**config.mk**
```make
export PLATFORM = sky130hd
export DESIGN_NAME = multicycle_ctrl
export DESIGN_NICKNAME = d
export VERILOG_FILES = /design/src/rtl/multicycle_ctrl.sv
export SDC_FILE = /design/constraint.sdc
export NUM_CORES = 1
export LEC_CHECK = 0
export CELL_PAD_IN_SITES_DETAIL_PLACEMENT = 1
export CELL_PAD_IN_SITES_GLOBAL_PLACEMENT = 2
export CORE_ASPECT_RATIO = 1.25
export CORE_UTILIZATION = 26
export CTS_BUF_LIST = sky130_fd_sc_hd__clkbuf_8
export CTS_CLUSTER_DIAMETER = 50
export DETAILED_ROUTE_END_ITERATION = 16
export PLACE_DENSITY_LB_ADDON = 0.1
export RECOVER_POWER = 50
export SYNTH_ARGS = -nofsm -noshare
export SYNTH_HDL_FRONTEND = slang
export SYNTH_SLANG_ARGS = --single-unit
export TNS_END_PERCENT = 5
```
**constraint.sdc**
```tcl
create_clock -name clk -period 2.8 [get_ports clk]
set_input_delay 0.56 -clock clk [delete_from_list [all_inputs] [get_ports clk]]
set_output_delay 0.56 -clock clk [all_outputs]
set_load 0.005 [all_outputs]
```
**src/rtl/multicycle_ctrl.sv**
```systemverilog
`default_nettype none
// ============================================================================
// multicycle_ctrl : main control FSM of the multicycle RV32I core.
// Optional SYSTEM/CSR path enabled by `MULTICYCLE_CSR_EN.  Rev 1.0
// ============================================================================
module multicycle_ctrl (
  input  logic       clk,
  input  logic       rst,
  input  logic       en,
  input  logic [6:0] opcode,
  input  logic       branch_taken,
  input  logic       mem_ready,
  output logic       mem_req,
  output logic       mem_we,
  output logic       adr_src,
  output logic       ir_we,
  output logic       pc_we,
  output logic       reg_we,
  output logic [1:0] alu_src_a,
  output logic [1:0] alu_src_b,
  output logic [1:0] alu_op,
  output logic [1:0] result_src,
  output logic       csr_we,
  output logic       illegal
);

  localparam logic [6:0] OP_R      = 7'b0110011;
  localparam logic [6:0] OP_I      = 7'b0010011;
  localparam logic [6:0] OP_LOAD   = 7'b0000011;
  localparam logic [6:0] OP_STORE  = 7'b0100011;
  localparam logic [6:0] OP_BRANCH = 7'b1100011;
  localparam logic [6:0] OP_JAL    = 7'b1101111;
  localparam logic [6:0] OP_JALR   = 7'b1100111;
  localparam logic [6:0] OP_LUI    = 7'b0110111;
  localparam logic [6:0] OP_AUIPC  = 7'b0010111;
`ifdef MULTICYCLE_CSR_EN
  localparam logic [6:0] OP_SYSTEM = 7'b1110011;
`endif

  typedef enum logic [3:0] {
    IDLE      = 4'd0,
    FETCH     = 4'd1,
    DECODE    = 4'd2,
    EXEC_R    = 4'd3,
    EXEC_I    = 4'd4,
    LUI       = 4'd5,
    MEM_ADDR  = 4'd6,
    MEM_RD    = 4'd7,
    MEM_WR    = 4'd8,
    WB_MEM    = 4'd9,
    WB_ALU    = 4'd10,
    BRANCH    = 4'd11,
    JALR_ADDR = 4'd12,
    JUMP      = 4'd13
`ifdef MULTICYCLE_CSR_EN
    ,
    SYS       = 4'd14
`endif
  } state_t;

  typedef struct packed {
    logic       mem_req;
    logic       mem_we;
    logic       adr_src;
    logic       pc_we;
    logic       reg_we;
`ifdef MULTICYCLE_CSR_EN
    logic       csr_we;
`endif
    logic [1:0] alu_src_a;
    logic [1:0] alu_src_b;
    logic [1:0] alu_op;
    logic [1:0] result_src;
  } ctrl_t;

  state_t state;
  state_t nxt;
  ctrl_t  ctrl;
  logic   fetch_done;

  function automatic state_t next_of(input state_t s, input logic go,
                                     input logic [6:0] op, input logic rdy);
    state_t n;
    n = IDLE;
    case (s)
      IDLE:      n = go  ? FETCH  : IDLE;
      FETCH:     n = rdy ? DECODE : FETCH;
      DECODE: begin
        case (op)
          OP_R:                n = EXEC_R;
          OP_I:                n = EXEC_I;
          OP_LOAD, OP_STORE:   n = MEM_ADDR;
          OP_BRANCH:           n = BRANCH;
          OP_JAL:              n = JUMP;
          OP_JALR:             n = JALR_ADDR;
          OP_LUI:              n = LUI;
          OP_AUIPC:            n = WB_ALU;
`ifdef MULTICYCLE_CSR_EN
          OP_SYSTEM:           n = SYS;
`endif
          default:             n = FETCH;
        endcase
      end
      EXEC_R, EXEC_I, LUI: n = WB_ALU;
      MEM_ADDR:  n = (op == OP_LOAD) ? MEM_RD : MEM_WR;
      MEM_RD:    n = rdy ? WB_MEM : MEM_RD;
      MEM_WR:    n = rdy ? FETCH  : MEM_WR;
      JALR_ADDR: n = JUMP;
      JUMP:      n = WB_ALU;
      WB_MEM, WB_ALU, BRANCH: n = FETCH;
`ifdef MULTICYCLE_CSR_EN
      SYS:       n = FETCH;
`endif
      default:   n = IDLE;
    endcase
    return n;
  endfunction

  // State-only controls; registered alongside the state they belong to.
  function automatic ctrl_t ctrl_of(input state_t s);
    ctrl_t c;
    c = '0;
    case (s)
      FETCH: begin
        c.mem_req    = 1'b1;
        c.alu_src_a  = 2'b10;
        c.alu_src_b  = 2'b10;
        c.result_src = 2'b10;
      end
      DECODE: begin
        c.alu_src_a = 2'b01;
        c.alu_src_b = 2'b01;
      end
      EXEC_R:  c.alu_op = 2'b10;
      EXEC_I: begin
        c.alu_src_b = 2'b01;
        c.alu_op    = 2'b10;
      end
      LUI: begin
        c.alu_src_a = 2'b11;
        c.alu_src_b = 2'b01;
      end
      MEM_ADDR, JALR_ADDR: c.alu_src_b = 2'b01;
      MEM_RD: begin
        c.mem_req = 1'b1;
        c.adr_src = 1'b1;
      end
      MEM_WR: begin
        c.mem_req = 1'b1;
        c.mem_we  = 1'b1;
        c.adr_src = 1'b1;
      end
      WB_MEM: begin
        c.reg_we     = 1'b1;
        c.result_src = 2'b01;
      end
      WB_ALU:  c.reg_we = 1'b1;
      BRANCH:  c.alu_op = 2'b01;
      JUMP: begin
        c.pc_we     = 1'b1;
        c.alu_src_a = 2'b01;
        c.alu_src_b = 2'b10;
      end
`ifdef MULTICYCLE_CSR_EN
      SYS: begin
        c.csr_we     = 1'b1;
        c.reg_we     = 1'b1;
        c.result_src = 2'b11;
      end
`endif
      default: c = '0;
    endcase
    return c;
  endfunction

  always_comb nxt = next_of(state, en, opcode, mem_ready);

  always_ff @(posedge clk) begin
    if (rst) begin
      state <= IDLE;
      ctrl  <= '0;
    end else begin
      state <= nxt;
      ctrl  <= ctrl_of(nxt);
    end
  end

  assign fetch_done = (state == FETCH) && mem_ready;

  assign mem_req    = ctrl.mem_req;
  assign mem_we     = ctrl.mem_we;
  assign adr_src    = ctrl.adr_src;
  assign ir_we      = fetch_done;
  assign pc_we      = ctrl.pc_we | fetch_done | ((state == BRANCH) && branch_taken);
  assign reg_we     = ctrl.reg_we;
  assign alu_src_a  = ctrl.alu_src_a;
  assign alu_src_b  = ctrl.alu_src_b;
  assign alu_op     = ctrl.alu_op;
  assign result_src = ctrl.result_src;
  // Every supported opcode leaves DECODE somewhere other than FETCH.
  assign illegal    = (state == DECODE) && (nxt == FETCH);
`ifdef MULTICYCLE_CSR_EN
  assign csr_we     = ctrl.csr_we;
`else
  assign csr_we     = 1'b0;
`endif

endmodule
`default_nettype wire
```
# Word level (Yosys, flattened, before mapping)
# Cells that the tools add are included.
# W data, S select, Z words.
[totals]
elab_cells = 77
out_inout_bits = 16
inputBits = 12
register_bits = 17
[classes]
n_mux = 16
n_reduce_logical = 14
eq_ne = 35
n_bitwise = 2
[ops]
columns = ["cell", "n"]
rows = [
  ["$eq A4 B4 Y1 const B", 12],
  ["$pmux W4 S9", 1],
  ["$eq A4 B3 Y1 const B", 8],
  ["$pmux W4 S8", 1],
  ["$eq A7 B6 Y1 const B", 3],
  ["$eq A7 B7 Y1 const B", 3],
  ["$eq A4 B2 Y1 const B", 4],
  ["$eq A7 B5 Y1 const B", 2],
  ["$mux W4", 3],
  ["$pmux W2 S2", 3],
  ["$reduce_or A2 Y1", 6],
  ["$eq A4 B1 Y1 const B", 2],
  ["$eq A7 B2 Y1 const B", 1],
  ["$mux W1", 6],
  ["$pmux W2 S3", 1],
  ["$reduce_or A3 Y1", 2],
  ["$reduce_or A5 Y1", 1],
  ["$logic_not A4 Y1", 1],
  ["$reduce_or A4 Y1", 1],
  ["$logic_and A1 B1 Y1", 3],
  ["$mux W2", 1],
  ["$or A1 B1 Y1", 2],
]

# Depth between registers and ports, before layout
# Gate-level depths: netlist of run 1.
[logic_depth]
depth_word = 7
mapped_depth = 8
ltp_nobuf = 6

# Worst setup path before layout of run 1
# Ideal clock, no wire load.
[synth_path]
kind = "input -> output"
start = "input port opcode[2]"
end = "output port illegal"
required_ns = 2.240
t_arrival_ns = 2.199
path_buffers = 1
path_slack_ns = 0.041
path_stages = 7
path_cell_list = "buf_6 or4_4 or4_4 a21oi_4 nor3_1 nand2_1 nor2_1"
[synth_between]
elab_chain_cells = 6
elab_cells_between_ends = 15
cone_classes = "eq/ne: 10; mux: 3; reduce/logical: 2"
[synth_rtl]
columns = ["element", "line", "text"]
rows = [
  ["from (decl)", "10", "input logic [6:0] opcode,"],
  ["$eq A7 B2 Y1 / $eq A7 B6 Y1 (equally long branches)", "89, 105", ""],
  ["$reduce_or A2 Y1", "89", "case (op)"],
  ["$pmux W4 S8", "89", ""],
  ["$pmux W4 S9 (*)", "85", "case (s)"],
  ["$eq A4 B1 Y1 (*)", "201", "assign illegal = (state == DECODE) && (nxt == FETCH);"],
  ["$logic_and A1 B1 Y1 (*)", "201", ""],
  ["to (decl)", "24", "output logic illegal"],
]
# Mark *: on every way between the ends. The rest lies on a longest branch, timed or not.

# Worst setup path after layout of run 1
[layout_path]
start = "input port opcode[5]"
end = "output port illegal"
# The elaborated chain is that of the path after synthesis.

==> impl_results.md, run 1 <==
* Top cell by count, worst path: or4_4
* Vias in the first global route at 998
* CP Capture Type: output pin
* Drt drc at 0
* Clock Skew at 0.001099 ns
* Max clock buf depth at 2
* Tmin final at 2.730 ns
* Largest net degree at the start of global routing at 14
* Worst setup margin at 0.07044 ns
* Fin. max-slew vios at 0
* Routed WL at 2937 um
* WHS Path Cells at 6
* Setup TNS at 0 ns
* TritonRoute pass-1 iters at 4
* GRT busiest layer: met2
* Post-synth EDFFs at 0
* Post-synthesis cell type count at 45
* Req. time, crit path at 2.24 ns
* Met3 Usage GRT at 1.031%
* Skew-Pair Late Insertion Delay at 0.24 ns
* # setup viols final at 0
* Syn. warnings at 0
* Port Buf Inserts at 26
* Met2 Track Usage GR at 26.86%
* CP max FO at 3
* Gr ovfl total at 0
* Syn avg cell area at 8.165 sq um
* Starting density of the core at 27.11%
* Predominant post-synthesis flop cell: dfxtp_1
* Outcome: completed
* Period utilization at 97.48%
* Routed wire per std cell at 13.00 um
* CP Launch Type: primary input
* Max_slew headroom at 65.55%
* Worst-Margin Slew at 0.5160 ns
* Leak Pwr at 0.0007086 uW
* Cts hold-fix bufs at 0
* TritonCTS clock tree: done
* Vias/cell at 4.717
* Remaining antenna violation count at 0
* 1st-iter DRT viols at 26
* Syn_nets at 147
* Clk root buf: clkbuf_8
* CTS Sinks at 17
* Die height at 74.80 um
* Num CTS Buffers at 3
* Die X at 60.24 um
* Final Total Pwr at 583.1 uW
* Final core occ at 39.05%
* CP max-delay cell: or4_4
* Ratio of cells with drive above 1 in the final layout at 30.00%
* Die area at 4506 sq um
* Clk slew on worst S/H paths at 0.06 ns
* Filler instances at 483
* Nets@finish at 183
* Worst setup endpoint: illegal
* Rows at 26
* IO Pins at 28
* Core area at 4066 sq um
* Post-DP HPWL at 2387 um
* Vias at 1066
* Initial antenna violation count at 0
* Hold Worst Slack at 0.9131 ns
* Syn Std Cell Area at 1102 sq um
* Final number of hold-violating endpoints at 0
* Critical R2R Launch: state[0]$_SDFF_PP0_
* Post-synth top area share at 30.87%
* Critical path depth in cells at 8
* Setup crit start: opcode[5]
* RSZ-0062 raised after global routing: yes
* Reg-to-reg endpoint: alu_op[0]$_SDFF_PP0_
* Gpl congestion at 0.7558
* Pre-CTS WS at -0.7217 ns
* WP buf/inv at 2
* Max-capacitance violation count at 0
* Register bit count reported by yosys at 17
* Reg2reg setup slack at 0.52 ns
* H-tree levels at 1
* Top delay family on crit path: simple AND/OR/NAND/NOR gates
* Area grow syn2layout at 44.04%
* CP peak stage delay at 0.53 ns
* Worst EP arrival at 2.17 ns
* Fmax at 366.4 MHz
* GR Util All Layers at 14.16%
* Hold Path Class: reg -> reg
* Synth Instances at 135
* CP Cell Sequence: buf_6, or4_4, or4_4, a21oi_4, nor3_4, nand2_1, nor2_1, buf_2
* Met1 usage at 16.04%
* Ant. Diodes at 0
* Pwr per Cell Area at 367.3 nW/um^2
* Top post-synthesis cells by area: dfxtp_1 31%, buf_4 6.8%, nor2_1 5.4%, nor3_1 3.6%, nand2_1 3.4%
* Critical path type: in -> out
* Sequential share of the synthesized area at 30.87%
* First-pass GRT wire length at 4774 um
* Synth area leader: dfxtp_1
* Asr flop ratio synth at 0%
* Peak supply drop at 0.1751 mV
* Reg2reg path depth at 7
## tightest hold or removal path, cell delays in order, from the launching register on
cell and delay [ns]:
dfxtp_1 0.32, buf_4 0.17, nor2_1 0.05, nand2_1 0.08, nor2_1 0.06, a31oi_1 0.14, nor2_1 0.05
## cells in the mapped netlist, drive strengths merged, types with 2 or more instances
library cell,count
a211oi,2
a21oi,6
a221oi,2
a31oi,3
buf,15
clkbuf,5
dfxtp,17
nand2,10
nand2b,3
nand3,3
nor2,16
nor2b,3
nor3,9
nor3b,4
nor4,2
o211a,2
o211ai,3
o21a,2
o21ai,2
o21ba,2
or2,2
or3,2
or4,2
xnor2,2
## routing by layer
layer,vias up,routed length [um],part of all wire [%]
li1,544,-,-
met1,501,1210,41
met2,19,1654,56
met3,2,52,1.8
met4,0,19,0.65
met5,-,0,0
## timing repair
item / CTS / global route
setup endpoints to repair: 1 / 1
gates cloned: 0 / 0
pin swaps: 7 / 8
gates resized for setup: 25 / 13
buffers inserted: 3 / 0
## stage by stage
step	instances	cell area [sq um]
2_1_floorplan	135	1102
3_3_place_gp	219	1460
3_5_place_dp	219	1460
4_1_cts	226	1541
5_1_grt	226	1588
6_report	226	1588
## power by group
group | switching [uW] | internal, uW | total (uW)
clock network | 77.5 | 97.0 | 174
registers | 8.12 | 253 | 261
logic | 69.6 | 78.3 | 148
## cells in the final DEF, fill, tap and decap left out, types with 2 or more instances in the layout
cell type | synthesis | routed
o211ai_1 | 3 | 3
buf_6 | 3 | 3
a31oi_1 | 3 | 3
nor4_1 | 2 | 2
clkdlybuf4s50_1 | 0 | 6
dfxtp_1 | 17 | 17
o21ba_1 | 2 | 2
nor2b_1 | 3 | 2
o21a_1 | 2 | 2
xnor2_1 | 2 | 2
nor3_1 | 8 | 7
nand2b_1 | 3 | 3
nor2_1 | 16 | 15
a21oi_1 | 5 | 4
or2_2 | 2 | 2
clkbuf_8 | 0 | 3
buf_2 | 2 | 2
buf_4 | 10 | 23
nand2_1 | 10 | 9
inv_1 | 1 | 2
o211a_1 | 2 | 2
o21ai_0 | 2 | 2
or4_4 | 2 | 2
nand3_1 | 3 | 3
dlymetal6s2s_1 | 0 | 3
nor3b_1 | 4 | 4
dlygate4sd3_1 | 0 | 12
## cells by family (layout without fill, tap and decap cells)
kind of cell	count (synthesis)	count (layout)	share of synthesized area [%]
DFF	17	17	30.87
AOI/OAI and AO/OA	31	31	22.59
xor gates and xnor gates	2	2	1.589
and+or+nand+nor	63	63	31.78
buffers and inverters	21	56	12.83
other	1	1	0.3402
## state kept, by name, indices dropped and copies added (netlist names)
name / cells
adr_src: 1
alu_op: 2
alu_src_a: 2
alu_src_b: 2
ctrl: 1
mem_req: 1
mem_we: 1
reg_we: 1
result_src: 2
state: 4
## area by class of cell
class                           instances  area, sq um  area share (%)
Multi-Input combinational cell         97        680.7           42.87
Timing Repair Buffer                   51        447.9           28.21
Sequential cell                        17        340.3           21.43
Tap cell                               56        70.07           4.413
Clock buffer                            3        41.29           2.600
Clock inverter                          1        3.754          0.2364
Inverter                                1        3.754          0.2364
## worst min-delay path by stage
stage,slack [ns],end,startpoint
final,0.91,alu_src_a[0]$_SDFF_PP0_,state[3]$_SDFF_PP0_
after global routing,1.04,alu_src_a[0]$_SDFF_PP0_,state[3]$_SDFF_PP0_
after CTS,0.92,alu_src_a[0]$_SDFF_PP0_,state[3]$_SDFF_PP0_
after detailed placement,0.91,alu_src_a[0]$_SDFF_PP0_,state[0]$_SDFF_PP0_
after global placement,0.90,alu_src_a[0]$_SDFF_PP0_,state[3]$_SDFF_PP0_
after floorplan,0.70,adr_src$_SDFF_PP0_,state[0]$_SDFF_PP0_
(Power assumes the default switching activity.)
==> run 2: changes to the inputs <==
- TNS_END_PERCENT: 5 -> not set
==> results of run 2 <==
The final DEF is identical to that of run 1; final timing and power are the same.
==> run 3: changes to the inputs <==
- CELL_PAD_IN_SITES_DETAIL_PLACEMENT: 1 -> 0
- CELL_PAD_IN_SITES_GLOBAL_PLACEMENT: 2 -> 1
- CORE_ASPECT_RATIO: 1.25 -> 1.4
- CORE_UTILIZATION: 26 -> 33
==> run 3 against run 2 <==
Net effect:
- count of clock-buffer cells in the layout did not move
- sequential power barely moved
- largest cell class unchanged
- power fell by 2.2%
- non-clock buffer count did not move
- final area fell by 3.9%
- combinational power fell by 7%
- sequential share of layout area rose by 0.88 points
- clock power barely moved
- routed wire length fell by 6.6%
==> impl_results.md, run 3 (same netlist as run 1, synthesis figures left out) <==
* Outcome: completed (unchanged)
* Skew-Pair Late Insertion Delay at 0.24 ns (about the same)
* Reg with most FFs: state (unchanged)
* 1st-iter DRT viols at 19 (was 26)
* Clk slew on worst S/H paths at 0.06 ns (about the same)
* Die area at 3579 sq um (was 4506 sq um)
* TritonCTS clock tree: done (unchanged)
* Port Buf Inserts at 26 (unchanged)
* Peak supply drop at 0.2069 mV (was 0.1751 mV)
* Gr ovfl total at 0 (unchanged)
* Clock Skew at 0.001110 ns (was 0.001099 ns)
* Leak Pwr at 0.0006402 uW (was 0.0007086 uW)
* Vias in the first global route at 1029 (was 998)
* Routed wire per std cell at 13.12 um (was 13.00 um)
* Hold Worst Slack at 0.8792 ns (was 0.9131 ns)
* CP peak stage delay at 0.55 ns (was 0.53 ns)
* Remaining antenna violation count at 0 (unchanged)
* Setup TNS at 0 ns (unchanged)
* Vias at 1085 (was 1066)
* Ant. Diodes at 0 (unchanged)
* Most frequent cells in the layout: 24 x buf_4, 17 x dfxtp_1, 15 x nor2_1 (was 23 x buf_4, 17 x dfxtp_1, 15 x nor2_1)
* WHS Path Cells at 6 (unchanged)
* Die X at 50.85 um (was 60.24 um)
* IO Pins at 28 (unchanged)
* GR Util All Layers at 16.56% (was 14.16%)
* CP max FO at 3 (unchanged)
* Starting density of the core at 34.96% (was 27.11%)
* Core area at 3153 sq um (was 4066 sq um)
* Final std cells w/o fill at 209 (was 226)
* Worst-Margin Slew at 0.5663 ns (was 0.5160 ns)
* Max_slew headroom at 62.24% (was 65.55%)
* Gpl congestion at 0.7910 (was 0.7558)
* Design area at 1525 sq um (was 1588 sq um)
* # setup viols final at 0 (unchanged)
* WP buf/inv at 2 (unchanged)
* Cts hold-fix bufs at 0 (unchanged)
* Critical R2R Launch: state[3]$_SDFF_PP0_ (was state[0]$_SDFF_PP0_)
* Max clock buf depth at 2 (unchanged)
* Initial antenna violation count at 0 (unchanged)
* Vias/cell at 5.191 (was 4.717)
* Reg-to-reg endpoint: mem_we$_SDFF_PP0_ (was alu_op[0]$_SDFF_PP0_)
* CP Launch Type: primary input (unchanged)
* Final Total Pwr at 570.3 uW (was 583.1 uW)
* TritonRoute pass-1 iters at 4 (unchanged)
* Clk root buf: clkbuf_8 (unchanged)
* Pwr per Cell Area at 373.9 nW/um^2 (was 367.3 nW/um^2)
* Rows at 24 (was 26)
* Hold Crit Start: state[3]$_SDFF_PP0_ (unchanged)
* Nets@finish at 183 (unchanged)
* CP max-delay cell: or4_4 (unchanged)
* Max-capacitance violation count at 0 (unchanged)
* Max FFs per register at 4 (unchanged)
* Routed WL at 2743 um (was 2937 um)
* Commonest non-fill, non-tap cell in the layout: buf_4 (unchanged)
* CP Capture Type: output pin (unchanged)
* Ratio of cells with drive above 1 in the final layout at 28.24% (was 30.00%)
* Period utilization at 97.05% (was 97.48%)
* Hold Path Class: reg -> reg (unchanged)
* Area grow syn2layout at 38.37% (was 44.04%)
* Fin. max-slew vios at 0 (unchanged)
* Worst EP arrival at 2.16 ns (was 2.17 ns)
* Drt drc at 0 (unchanged)
* Post-DP HPWL at 2117 um (was 2387 um)
* Placement Cell Area at 1409 sq um (was 1460 sq um)
* Placed Cells incl. Taps at 198 (was 219)
* CP Cell Sequence: buf_2, or4_4, or4_4, a21oi_4, nor3_1, nand2_1, nor2_2, buf_2 (was buf_6, or4_4, or4_4, a21oi_4, nor3_4, nand2_1, nor2_1, buf_2)
* H-tree levels at 1 (unchanged)
* Largest net degree at the start of global routing at 14 (unchanged)
* RSZ-0062 raised after global routing: no (was yes)
* Reg2reg path depth at 10 (was 7)
* Hold Crit Endpoint: alu_src_a[0]$_SDFF_PP0_ (unchanged)
* Die height at 70.39 um (was 74.80 um)
* CTS Sinks at 17 (unchanged)
* First-pass GRT wire length at 4533 um (was 4774 um)
* Reg2reg setup slack at 0.18 ns (was 0.52 ns)
* Tmin final at 2.717 ns (was 2.730 ns)
* Critical path type: in -> out (unchanged)
* Req. time, crit path at 2.24 ns (about the same)
* Top delay family on crit path: simple AND/OR/NAND/NOR gates (unchanged)
* Fmax at 368.0 MHz (was 366.4 MHz)
* Num CTS Buffers at 3 (unchanged)
* Final number of hold-violating endpoints at 0 (unchanged)
-- run 3: changes by cell type in the layout (fill, tap and decap cells not counted), sizes merged --
cell	change
dlymetal6s2s	-2
dlygate4sd2	+2
-- run 3: final cells by class --
class                   count  area, sq um
flip-flops and latches     17        340.3
repair buffers             51        424.2
fillers                   338         1628
inverters                   1        3.754
multi-input cells          97        663.1
well taps                  39        48.80
clock buffers               3        41.29
clock inverters             1        3.754
-- run 3: what timing repair did --
| item | in CTS | in global routing |
|---|---|---|
| buffers inserted | 6 | 1 |
| pin swaps | 8 | 4 |
| gates resized for setup | 24 | 6 |
| setup endpoints to repair | 1 | 3 |
-- run 3: worst reg2reg max path, delay by kind of cell, from the launching register on --
family / cells / cell delay (ns)
buffers and inverters: 4 / 0.69
AND/OR/NAND/NOR: 4 / 1.27
AO/OA/AOI/OAI: 2 / 0.28
flip-flops: 1 / 0.31
-- run 3: worst max-delay path by stage --
stage | depth (start not counted) | startpoint | end | slack, ns
after floorplan | 7 | opcode[2] | illegal | 0.04
after global placement | 8 | opcode[2] | illegal | -0.65
after detailed placement | 8 | opcode[2] | illegal | -0.65
after CTS | 8 | opcode[3] | illegal | 0.004
after global routing | 10 | mem_ready | alu_op[0]$_SDFF_PP0_ | 0.005
final | 8 | opcode[5] | illegal | 0.08
-- run 3: power by group --
group          leakage, uW  switching (uW)  internal, uW  total, uW
sequential        0.000138            6.36           253        259
combinational     0.000475            69.0          69.4        138
clock            0.0000269            76.0          97.0        173
total             0.000640             151           419        570
-- run 3: metal layers --
layer	up-vias	track usage, %	wire length (um)
li1	546	-	-
met2	27	32.74	1586
met5	-	0	0
met1	508	15.70	1050
met4	0	8.951	49
met3	4	1.743	57
-- run 3: per-stage QoR --
step / util (%) / setup WS (ns)
2_1_floorplan: - / 0.04050
3_3_place_gp: 44.68 / -0.6533
5_1_grt: 48.37 / 0.005452
4_1_cts: 47.34 / 0.004381
6_report: 48.37 / 0.08256
3_5_place_dp: 44.68 / -0.6495
